**config.mk**
```make
export PLATFORM = sky130hd
export DESIGN_NAME = approx_add_pipe
export DESIGN_NICKNAME = d
export VERILOG_FILES = /design/src/rtl/approx_add_pkg.sv /design/src/rtl/approx_add_pipe_seg.sv /design/src/rtl/approx_add_pipe.sv
export SDC_FILE = /design/constraint.sdc
export NUM_CORES = 1
export LEC_CHECK = 0
export CORE_UTILIZATION = 49
export DETAILED_ROUTE_END_ITERATION = 6
export PLACE_DENSITY = 0.93
export SLEW_MARGIN = 15
export SYNTH_ARGS = -nofsm -noshare
export SYNTH_HDL_FRONTEND = slang
export SYNTH_HIERARCHICAL = 1
export SYNTH_SLANG_ARGS = --single-unit
```
**constraint.sdc**
```tcl
create_clock -name clk -period 6.4 [get_ports clk]
set_clock_uncertainty 0.05 [all_clocks]
set_input_delay 1.92 -clock clk [delete_from_list [all_inputs] [get_ports clk]]
set_output_delay 1.92 -clock clk [all_outputs]
set_load 0.02 [all_outputs]
```
**src/rtl/approx_add_pkg.sv**
```systemverilog
// Shared types and arithmetic helpers for the pipelined lower-part-OR approximate adder.
package approx_add_pkg;

  localparam int DEF_WIDTH    = 16;
  localparam int DEF_APX_BITS = 7;

  typedef enum logic {
    APX_EXACT = 1'b0,
    APX_LOA   = 1'b1
  } apx_mode_e;

  // Bits below apx_bits are ORed and only the top ORed pair feeds the carry chain.
  function automatic logic [64:0] loa_add(input logic [63:0] a, input logic [63:0] b,
                                          input int apx_bits, input logic cin);
    logic [63:0] s;
    logic        c;
    s = '0;
    c = cin;
    for (int i = 0; i < 64; i++) begin
      if (i < apx_bits) begin
        s[i] = a[i] | b[i];
        c    = a[i] & b[i];
      end else begin
        s[i] = a[i] ^ b[i] ^ c;
        c    = (a[i] & b[i]) | (c & (a[i] ^ b[i]));
      end
    end
    return {c, s};
  endfunction

  function automatic logic [64:0] abs_diff(input logic signed [64:0] a, input logic signed [64:0] b);
    logic signed [64:0] d;
    d = a - b;
    return (d < 0) ? -d : d;
  endfunction

endpackage

```
**src/rtl/approx_add_pipe_seg.sv**
```systemverilog
// approx_add_seg: one pipeline segment, an N-bit adder whose low APX_BITS bits may be LO-OR approximated.
module approx_add_seg
  import approx_add_pkg::*;
#(
  parameter int N        = 8,
  parameter int APX_BITS = 0
) (
  input  logic [N-1:0] a,
  input  logic [N-1:0] b,
  input  logic         apx,
  input  logic         cin,
  output logic [N-1:0] sum,
  output logic         cout
);

  logic [64:0] r;
  logic [64:0] unused_r;

  // Operands are zero-padded, so the segment carry-out lands on bit N.
  assign r        = loa_add(64'(a), 64'(b), apx ? APX_BITS : 0, cin);
  assign sum      = r[N-1:0];
  assign cout     = r[N];
  assign unused_r = r;

endmodule

```
**src/rtl/approx_add_pipe.sv**
```systemverilog
// approx_add_pipe: 2-stage signed approximate adder with valid/ready on both sides.
// Optional error monitor enabled by defining APPROX_ADD_ERR_MON_EN.
module approx_add_pipe
  import approx_add_pkg::*;
#(
  parameter int WIDTH    = DEF_WIDTH,
  parameter int APX_BITS = DEF_APX_BITS,
  parameter int SPLIT    = WIDTH / 2
) (
  input  logic             clk,
  input  logic             rst_n,
  input  logic             in_valid,
  output logic             in_ready,
  input  logic [WIDTH-1:0] in_a,
  input  logic [WIDTH-1:0] in_b,
  input  logic             in_apx,
  output logic             out_valid,
  input  logic             out_ready,
  output logic [WIDTH:0]   out_sum,
  input  logic             err_clr,
  output logic [WIDTH:0]   err_max,
  output logic [31:0]      err_cnt
);

  localparam int HI = WIDTH - SPLIT;

  if (WIDTH < 4 || WIDTH > 64) begin : g_bad_width
    $error("approx_add_pipe: WIDTH must be in 4..64");
  end
  if (APX_BITS >= SPLIT) begin : g_bad_apx
    $error("approx_add_pipe: APX_BITS must be below SPLIT");
  end

  // Handshake: a beat moves on a rising edge when valid and ready are both high.
  // adv stalls the whole pipe only while an unaccepted result is waiting.
  logic            adv;
  logic            v1;
  logic [SPLIT-1:0] lo_sum, lo_q;
  logic            lo_cout, c_q;
  logic [HI-1:0]   a_hi_q, b_hi_q, hi_sum;
  logic            hi_cout;
  apx_mode_e       mode_q;

  assign adv      = !out_valid || out_ready;
  assign in_ready = adv;

  approx_add_seg #(.N(SPLIT), .APX_BITS(APX_BITS)) u_seg_lo (
    .a(in_a[SPLIT-1:0]), .b(in_b[SPLIT-1:0]), .apx(in_apx), .cin(1'b0),
    .sum(lo_sum), .cout(lo_cout)
  );

  always_ff @(posedge clk or negedge rst_n) begin
    if (!rst_n) begin
      v1     <= 1'b0;
      lo_q   <= '0;
      c_q    <= 1'b0;
      a_hi_q <= '0;
      b_hi_q <= '0;
      mode_q <= APX_EXACT;
    end else if (adv) begin
      v1 <= in_valid;
      if (in_valid) begin
        lo_q   <= lo_sum;
        c_q    <= lo_cout;
        a_hi_q <= in_a[WIDTH-1:SPLIT];
        b_hi_q <= in_b[WIDTH-1:SPLIT];
        mode_q <= in_apx ? APX_LOA : APX_EXACT;
      end
    end
  end

  // Upper slice is always exact; the approximation lives entirely below SPLIT.
  approx_add_seg #(.N(HI), .APX_BITS(0)) u_seg_hi (
    .a(a_hi_q), .b(b_hi_q), .apx(mode_q == APX_LOA), .cin(c_q),
    .sum(hi_sum), .cout(hi_cout)
  );

  always_ff @(posedge clk or negedge rst_n) begin
    if (!rst_n) begin
      out_valid <= 1'b0;
      out_sum   <= '0;
    end else if (adv) begin
      out_valid <= v1;
      if (v1) out_sum <= {a_hi_q[HI-1] ^ b_hi_q[HI-1] ^ hi_cout, hi_sum, lo_q};
    end
  end

`ifdef APPROX_ADD_ERR_MON_EN
  logic [WIDTH:0] ex1_q, ex2_q;
  logic [64:0]    err_d;

  always_ff @(posedge clk or negedge rst_n) begin
    if (!rst_n) begin
      ex1_q <= '0;
      ex2_q <= '0;
    end else if (adv) begin
      if (in_valid) ex1_q <= {in_a[WIDTH-1], in_a} + {in_b[WIDTH-1], in_b};
      if (v1)       ex2_q <= ex1_q;
    end
  end

  assign err_d = abs_diff(65'($signed(out_sum)), 65'($signed(ex2_q)));

  // A clear in the same cycle as an output beat discards that beat's error.
  always_ff @(posedge clk or negedge rst_n) begin
    if (!rst_n) begin
      err_max <= '0;
      err_cnt <= '0;
    end else if (err_clr) begin
      err_max <= '0;
      err_cnt <= '0;
    end else if (out_valid && out_ready) begin
      if (err_d > 65'(err_max)) err_max <= err_d[WIDTH:0];
      if (err_d != '0 && err_cnt != '1) err_cnt <= err_cnt + 32'd1;
    end
  end
`else
  logic unused_err_clr;
  assign unused_err_clr = err_clr;
  assign err_max        = '0;
  assign err_cnt        = '0;
`endif

endmodule

```
==> summary by stage, run 1 <==
Clock tree
Clock-pin slew was measured on the worst setup and hold paths at 70 ps. The clock passes through at most 2 buffers. The number of setup buffers added after CTS is 0. The number of levels in the clock H-tree is 2.

The cell at the root of the clock tree is sky130_fd_sc_hd__clkbuf_8. TritonCTS built the clock tree. The number of hold-repair buffers added at the cts stage is 0.

The clock reaches the later pin of the worst-skew pair after 280 ps. The CTS sink count is 44. The total CTS buffers is 5.

Worst setup path
Of all nets on the critical path, the largest fanout is 2. The sort of element at the start of the critical path is an input port. Walking the worst path, the cells encountered are buf_6 -> fa_2 -> mux2_4 -> fa_2 -> mux2_4 -> fa_2 -> mux2_4 -> fa_2 -> mux2_4 -> fa_2 -> mux2i_2 -> fa_2 -> mux2i_2 -> fa_2 -> mux2i_2 -> fa_1 -> inv_1 -> mux2_4. For this design, the slowest cell found on the critical path is sky130_fd_sc_hd__fa_1. STA classifies the critical path endpoint as a flip-flop. The worst path arrival time is 6440 ps. The cell type with the highest occurrence count on the critical path is sky130_fd_sc_hd__fa_2. On the worst path, the slowest cell contributes a delay of 440 ps.

Data on the critical path is required at its endpoint by 6580 ps. The setup path with the least slack is of type in2reg. For flop-to-flop paths, the worst setup slack is 2520 ps.

Global routing
In the global route stage, met3 resource usage came out at 3.07%. The number of antenna violations at the first check in global routing is 0. The global routing stage identified its most utilized layer as met2.

Entering global routing, the biggest net connects 45 pins. Global routing used between 10 and 15% of the available tracks across all layers. The via count of the first global-routing pass is 1523. The total overflow left after global routing is 0. In the global route stage, met1 resource usage came out at 15.9%.

The met2 usage is 26.5%. The global-route wire length before repair is 6.90 mm.

Detailed routing
Wires add up to 4.33 mm. Before antenna repair, the detailed router went through 4 iterations. In the routed layout, each cell is associated on average with a via count of 4.23. The detailed-route DRC error count is 0. The via total after detailed routing is 1536. The detailed router's first-iteration violation count is 19. In this run the remaining antenna-violating nets after routing total 0. The per-cell routed wire length is around 12 um.

Placement
The cell area reported after detailed placement is between 3000 and 4000 sq um. The final RePlAce weighted congestion is 0.702. The number of I/O port buffers is 55. The HPWL after detailed placement is 3.28 mm.

Power
Of the total power, combinational logic draws roughly 45%. The maximum resistive drop on vdd is 0.000161 V. In this run the power spent charging and discharging nets is approximately 350 uW. Cell internal power was estimated by the tool at 704 uW. The clock network burns 15.1% of the power. For this design the ratio of total power to cell area is 301 nW/um^2. Net switching is between 30% and 40% of the power. In this run the static leakage power is 0.00177 uW.

The sequential group share of total power is about 40%.

STA
Measured against its own limit, the worst slew margin works out to between 30% and 40%. The maximum achievable frequency is approximately 160 MHz. The measured slew at the worst slew-check pin is 940 ps. Setup repair after global routing could not meet its margin everywhere.

The final hold violation count is 0. The final-report max-slew violation count is 0. After layout, the worst path uses 97.9% of the clock period. The total setup violations reported at the end of the flow is 0.

In the final timing run, aggregate negative setup slack is 0 ps. The minimum clock period is 6270 ps.

Final layout
The layout net count is roughly 360. The leading cell type in the layout, fill and taps excluded is sky130_fd_sc_hd__clkdlybuf4s50_1. The synthesis-to-layout area growth is 16.7%.

The top cell types in the final layout, fill and taps aside, are sky130_fd_sc_hd__clkdlybuf4s50_1 (51), sky130_fd_sc_hd__conb_1 (50), sky130_fd_sc_hd__dfrtp_1 (44). The layout cell share with drive strength beyond 1 is 24.7%. After routing the design area is 3510 sq um. The count of inserted antenna diode cells is 0.

Min path
The worst hold-check path type is reg2reg.

Synthesis
For this run, the number of Yosys warnings is 6. After synthesis the cells add up to 3010 sq um. The cell count after synthesis is 229. The synthesized area per cell is 13.1 sq um.

Die
In this run the vertical extent of the chip is 80.4 um. The row count is 28. The die covers 6460 sq um. The width of the die is 80.4 um.

The area of the placeable core is roughly 5900 sq um. The initial cell density of the core is 50.8%. For this design the top-level I/O count stands at 106.

Outcome
The run finished with clean final reports.

Job
The tool flagged a number of max-cap violations equal to 0.
==> final cells by class <==
type / instances / area [sq um]
repair buffers: 58 / 569
inverters: 35 / 131
clock buffers: 6 / 72.6
clock inverters: 1 / 5.00
flip-flops and latches: 44 / 1100
well taps: 75 / 93.8
multi-input cells: 144 / 1540
fillers: 484 / 2410
==> per-layer routing <==
metal  up-vias  routed length [um]
met1       748                1780
met3         5                 236
met5         -                   0
met2        58                2260
li1        725                   -
met4         0                  53
==> state kept, by name (all words and copies together), names as in the netlist <==
register	cells
a_hi_q	8
b_hi_q	8
c_q	1
lo_q	8
out_sum	17
out_valid	1
v1	1
==> worst max-delay path, delay by kind of cell <==
family / cells / cell delay, ps
buffers and inverters: 2 / 160
muxes: 8 / 1710
adders and majority gates: 8 / 2670
==> power groups by stage <==
| stage | clock network (uW) | logic (uW) | registers [uW] |
|---|---|---|---|
| after floorplan | 0 | 264 | 483 |
| after global placement | 0 | 456 | 422 |
| after detailed placement | 0 | 474 | 430 |
| after CTS | 163 | 480 | 425 |
| after global routing | 177 | 518 | 434 |
| final | 159 | 475 | 422 |
==> timing repair <==
action / in CTS / in global routing
setup endpoints to repair: 3 / 2
pin swaps: 8 / 8
gates resized for setup: 24 / 2
==> final timing paths <==
path                                             from                 endpoint  cells past startpoint
worst max-delay path                          in_a[0]      lo_q[7]$_DFFE_PN0P_                     18
worst min register to register    lo_q[7]$_DFFE_PN0P_   out_sum[7]$_DFFE_PN0P_                      1
min in group asynchronous                       rst_n  out_sum[14]$_DFFE_PN0P_                      1
worst max register to register  a_hi_q[0]$_DFFE_PN0P_  out_sum[16]$_DFFE_PN0P_                     14
max in group asynchronous                       rst_n   out_sum[6]$_DFFE_PN0P_                      1
worst min-delay path              lo_q[7]$_DFFE_PN0P_   out_sum[7]$_DFFE_PN0P_                      1
==> metrics by stage <==
stage / util [%] / hold WS (ps) / instances / setup WS (ps) / power, uW
floorplan: - / 425 / 278 / 20.2 / 747
global placement: 57.1 / 438 / 356 / -674 / 878
detailed placement: 57.1 / 446 / 356 / -760 / 903
CTS: 59.1 / 463 / 363 / -15.6 / 1070
global route: 59.3 / 488 / 363 / -6.80 / 1130
finish: 59.3 / 462 / 363 / 132 / 1060
No activity file was read; power rests on OpenSTA's default activity.
==> run 2: changes to the inputs <==
GPL_ROUTABILITY_DRIVEN = 0   (was not set)
==> results of run 2 <==
No change in the layout: final DEF, timing and power equal those of run 1.
==> run 3: changes to the inputs <==
CORE_UTILIZATION = 45   (was 49)
PLACE_DENSITY = 0.87   (was 0.93)
SYNTH_HIERARCHICAL = not set   (was 1)
clock period = 6.1 ns   (was 6.4 ns; I/O delays follow)
==> run 3 against run 2 <==
Effect of this change:
- utilization shrank 4.7 points
- setup slack gained 5.1 ps
- cell area shrank 1.9%
- combinational power is essentially flat
- global-route usage shrank 1.4 points
- synthesized cell count shrank 2.2%
- hold slack lost 4.6 ps
- cell count shrank 1.4%
- critical path type unchanged
- largest cell class unchanged
- highest routed layer unchanged
==> summary by stage, run 3 <==
Job
The number of violations of the max-capacitance limit was 0 (unchanged).

Placement
The cell area reported after detailed placement is 3310 sq um (-2.1%). The count of placed standard cells including taps came to 350 (-1.7%). The HPWL after detailed placement is 3.22 mm (-1.9%). The number of I/O port buffers is 55 (unchanged).

Worst setup path
The worst path buffer plus inverter count is 1 (-1). In this design, the critical path's most frequently occurring cell is sky130_fd_sc_hd__fa_2. The slack of the worst reg-to-reg path is 2070 ps (-450 ps). The critical path goes through dlygate4sd2_1 -> ha_2 -> fa_1 -> mux2_2 -> fa_1 -> mux2_2 -> fa_2 -> mux2_4 -> fa_2 -> mux2i_2 -> fa_2 -> mux2i_2 -> fa_2 -> mux2i_2 -> fa_1 -> mux2i_1. The sort of element at the start of the critical path is an input port. The largest driver fanout on the critical path came to 2 (unchanged). The kind of cell with the highest combined delay along the critical path is adder cells.

The worst setup path is of the in2reg kind. The library cell contributing the largest single delay on the critical path is sky130_fd_sc_hd__fa_1. The largest stage delay on the critical path is 440 ps (about the same).

The worst path arrival time was 6120 ps (-320 ps). STA classifies the critical path endpoint as a flip-flop. The worst path required time was 6260 ps (-320 ps).

Synthesis
The count of warnings emitted by yosys came to 0 (-6). The flop and latch count out of synthesis is between 40 and 50. The area of the mapped netlist was 2940 sq um (-2.3%).

The sequential element share of the synthesized area is 37.5%. Yosys attributes the largest share of cell area to sky130_fd_sc_hd__dfrtp_1 (37%), sky130_fd_sc_hd__buf_4 (13%), sky130_fd_sc_hd__mux2_4 (13%), sky130_fd_sc_hd__fa_1 (11%), sky130_fd_sc_hd__mux2_2 (6.1%). The most common cell in the synthesized netlist is sky130_fd_sc_hd__buf_4. After synthesis, the most frequently instantiated cells are sky130_fd_sc_hd__buf_4 (51), sky130_fd_sc_hd__dfrtp_1 (44), sky130_fd_sc_hd__inv_1 (33). The synthesized area per cell is 13.1 sq um (-0.11%). In this run the biggest area consumer among cell types represents 37.5% of the synthesized area. Of all cell types, the one taking the most synthesized area is sky130_fd_sc_hd__dfrtp_1. The cell count after synthesis is 224 (-2.2%). The netlist uses 17 different library cells. The number of enable-type register cells in the synthesized netlist is 0. After synthesis, the share of flip-flops with an asynchronous set or reset is 100%.

The dominant register cell in the synthesized netlist is sky130_fd_sc_hd__dfrtp_1.

Final layout
The number of flip-flops in the largest register is 17 (unchanged). The count of inserted antenna diode cells is 0 (unchanged). The layout net count is 348 (-2.2%). The number of inserted filler cells in the final layout came to 549 (+13%). Leaving out fill and tap cells, the most frequent cell in the layout is sky130_fd_sc_hd__clkdlybuf4s50_1. More flip-flops sit in one register than any other, and that register is out_sum.

The final core area utilization is 54.6% (-4.7 points). The number of standard cells in the final layout excluding fillers came to 358 (-1.4%). Relative to the synthesized area, the layout overhead comes to 17.2%.

In the layout the commonest cells are sky130_fd_sc_hd__clkdlybuf4s50_1 (50), sky130_fd_sc_hd__conb_1 (49), sky130_fd_sc_hd__dfrtp_1 (44). The layout cell share with drive strength beyond 1 is 22.1% (-2.6 points). The finished layout cell area was 3440 sq um (-1.9%).

STA
The final hold violation count was 0 (unchanged). Setup repair after global routing left no endpoint under its margin. The final-layout setup total negative slack was 0 ps (unchanged). The measured slew at the worst slew-check pin is 953 ps (+12.7 ps). The maximum achievable frequency is 168 MHz. The total setup violations reported at the end of the flow was 0 (unchanged). The final-report max-slew violation count is 0 (unchanged). The minimum clock period is 5960 ps.

The headroom to the max-slew limit came to 36.5% (-0.85 points). Dividing the final minimum period by the clock period gives approximately 98%.

Power
The static leakage is 0.00173 uW (-2.2%). The power density over cell area came to 328 nW/um^2 (+9.2%). The maximum resistive drop on vdd came to 0.000207 V (+28%).

Clock tree
The number of levels in the clock H-tree is 2 (unchanged). The cell at the root of the clock tree is sky130_fd_sc_hd__clkbuf_8. The total CTS buffers is 5 (unchanged). The source-to-sink clock delay at the later pin of the worst-skew pair came to 290 ps (about the same). The TritonCTS clock tree is done. The CTS sink count is 44 (unchanged).

The buffer depth of the longest clock path was 2 (unchanged). The register clock-pin slew on the reported worst setup and hold paths was 80 ps (about the same).

Global routing
The overall routing resource usage is 12.9% (-1.4 points). The via count of the first global-routing pass is 1549 (+1.7%). The total grt overflow is 0 (unchanged). The global-route wire length before repair was 7.13 mm (+3.4%).

The largest net degree at the start of global routing was 45 (unchanged). The number of antenna violations at the first check in global routing is 0 (unchanged).

Detailed routing
The detailed router's first-iteration violation count came to 25 (+6). The antenna violation net count after detailed routing is 0 (unchanged). The detailed-route DRC error count was 0 (unchanged).

The average vias per placed instance is 4.30 (+1.7%). The via total after detailed routing is 1540 (+0.26%). The per-cell routed wire length was 11.8 um (-0.83%). The total wire length after detailed routing is 4.23 mm (-2.2%).

The number of detailed-routing iterations run before antenna repair is 4 (unchanged).

Outcome
The run finished with clean final reports.

Die
The area of the placeable core was 6310 sq um (+6.6%). The width of the die is 82.8 um (+3.1%). The floorplan die height was 82.8 um (+3.1%). The number of ports placed on the die boundary came to 106 (unchanged). The total die area is 6860 sq um (+6.2%). The initial cell density of the core is 46.6% (-4.3 points). The row count is 29 (+3.6%).

Min path
The worst hold-check path type is reg2reg.
-- run 3: kinds of logic after synthesis --
family	synth area share (%)
DFF	37.5
and+or+nand+nor	2.09
adders and majority gates	16.9
other	0.128
AOI/OAI and AO/OA	0.340
buffers and inverters	19.8
muxes	23.3
-- run 3: final timing paths --
path,start,to,depth (start not counted)
min,out_sum[8]$_DFFE_PN0P_,out_sum[8]$_DFFE_PN0P_,1
min reg2reg,out_sum[8]$_DFFE_PN0P_,out_sum[8]$_DFFE_PN0P_,1
max in group asynchronous,rst_n,out_sum[8]$_DFFE_PN0P_,1
max,in_b[0],lo_q[7]$_DFFE_PN0P_,16
min in group asynchronous,rst_n,out_sum[14]$_DFFE_PN0P_,1
max reg2reg,c_q$_DFFE_PN0P_,out_sum[15]$_DFFE_PN0P_,11
-- run 3: repair_timing --
item / in CTS / in global routing
hold buffers: 0 / 0
setup buffers: 0 / 0
endpoints found under the setup margin: 1 / 0
gates resized for setup: 13 / 0
-- run 3: final cells by class --
| type | instances | area (sq um) | share of cell area [%] |
|---|---|---|---|
| Clock inverter | 3 | 42.5 | 1.24 |
| Tap cell | 77 | 96.3 | 2.80 |
| Inverter | 33 | 124 | 3.60 |
| Clock buffer | 5 | 68.8 | 2.00 |
| Multi-Input combinational cell | 140 | 1460 | 42.5 |
| Timing Repair Buffer | 56 | 548 | 15.9 |
| Sequential cell | 44 | 1100 | 32.0 |
-- run 3: per-layer routing --
metal / GRT usage, % / vias to the layer above / part of all wire (%)
li1: - / 708 / -
met1: 15.8 / 764 / 42
met2: 23.1 / 63 / 51
met3: 2.78 / 5 / 5.7
met4: 3.29 / 0 / 1.0
met5: 0 / - / 0
-- run 3: worst register-to-register path: stages, from the launching register on --
cell,delay (ps)
sky130_fd_sc_hd__dfrtp_1,420
sky130_fd_sc_hd__fa_1,460
sky130_fd_sc_hd__fa_1,410
sky130_fd_sc_hd__fa_1,400
sky130_fd_sc_hd__fa_1,400
sky130_fd_sc_hd__fa_1,400
sky130_fd_sc_hd__fa_1,360
sky130_fd_sc_hd__inv_1,80
sky130_fd_sc_hd__fa_1,170
sky130_fd_sc_hd__inv_1,70
sky130_fd_sc_hd__fa_1,440
sky130_fd_sc_hd__mux2_4,270
-- run 3: through the flow --
step | hold slack [ps] | power, uW | setup slack, ps
3_5_place_dp | 443 | 923 | -472
4_1_cts | 463 | 1150 | 80.0
3_3_place_gp | 438 | 900 | -326
5_1_grt | 483 | 1200 | 16.7
6_report | 457 | 1130 | 137
2_1_floorplan | 427 | 763 | 334
-- run 3: report_power, final --
| group | switching (uW) | internal [uW] | leakage (uW) |
|---|---|---|---|
| registers | 54.6 | 382 | 0.000505 |
| logic | 218 | 257 | 0.00117 |
| clock network | 97.7 | 121 | 0.0000541 |
| total | 370 | 761 | 0.00173 |
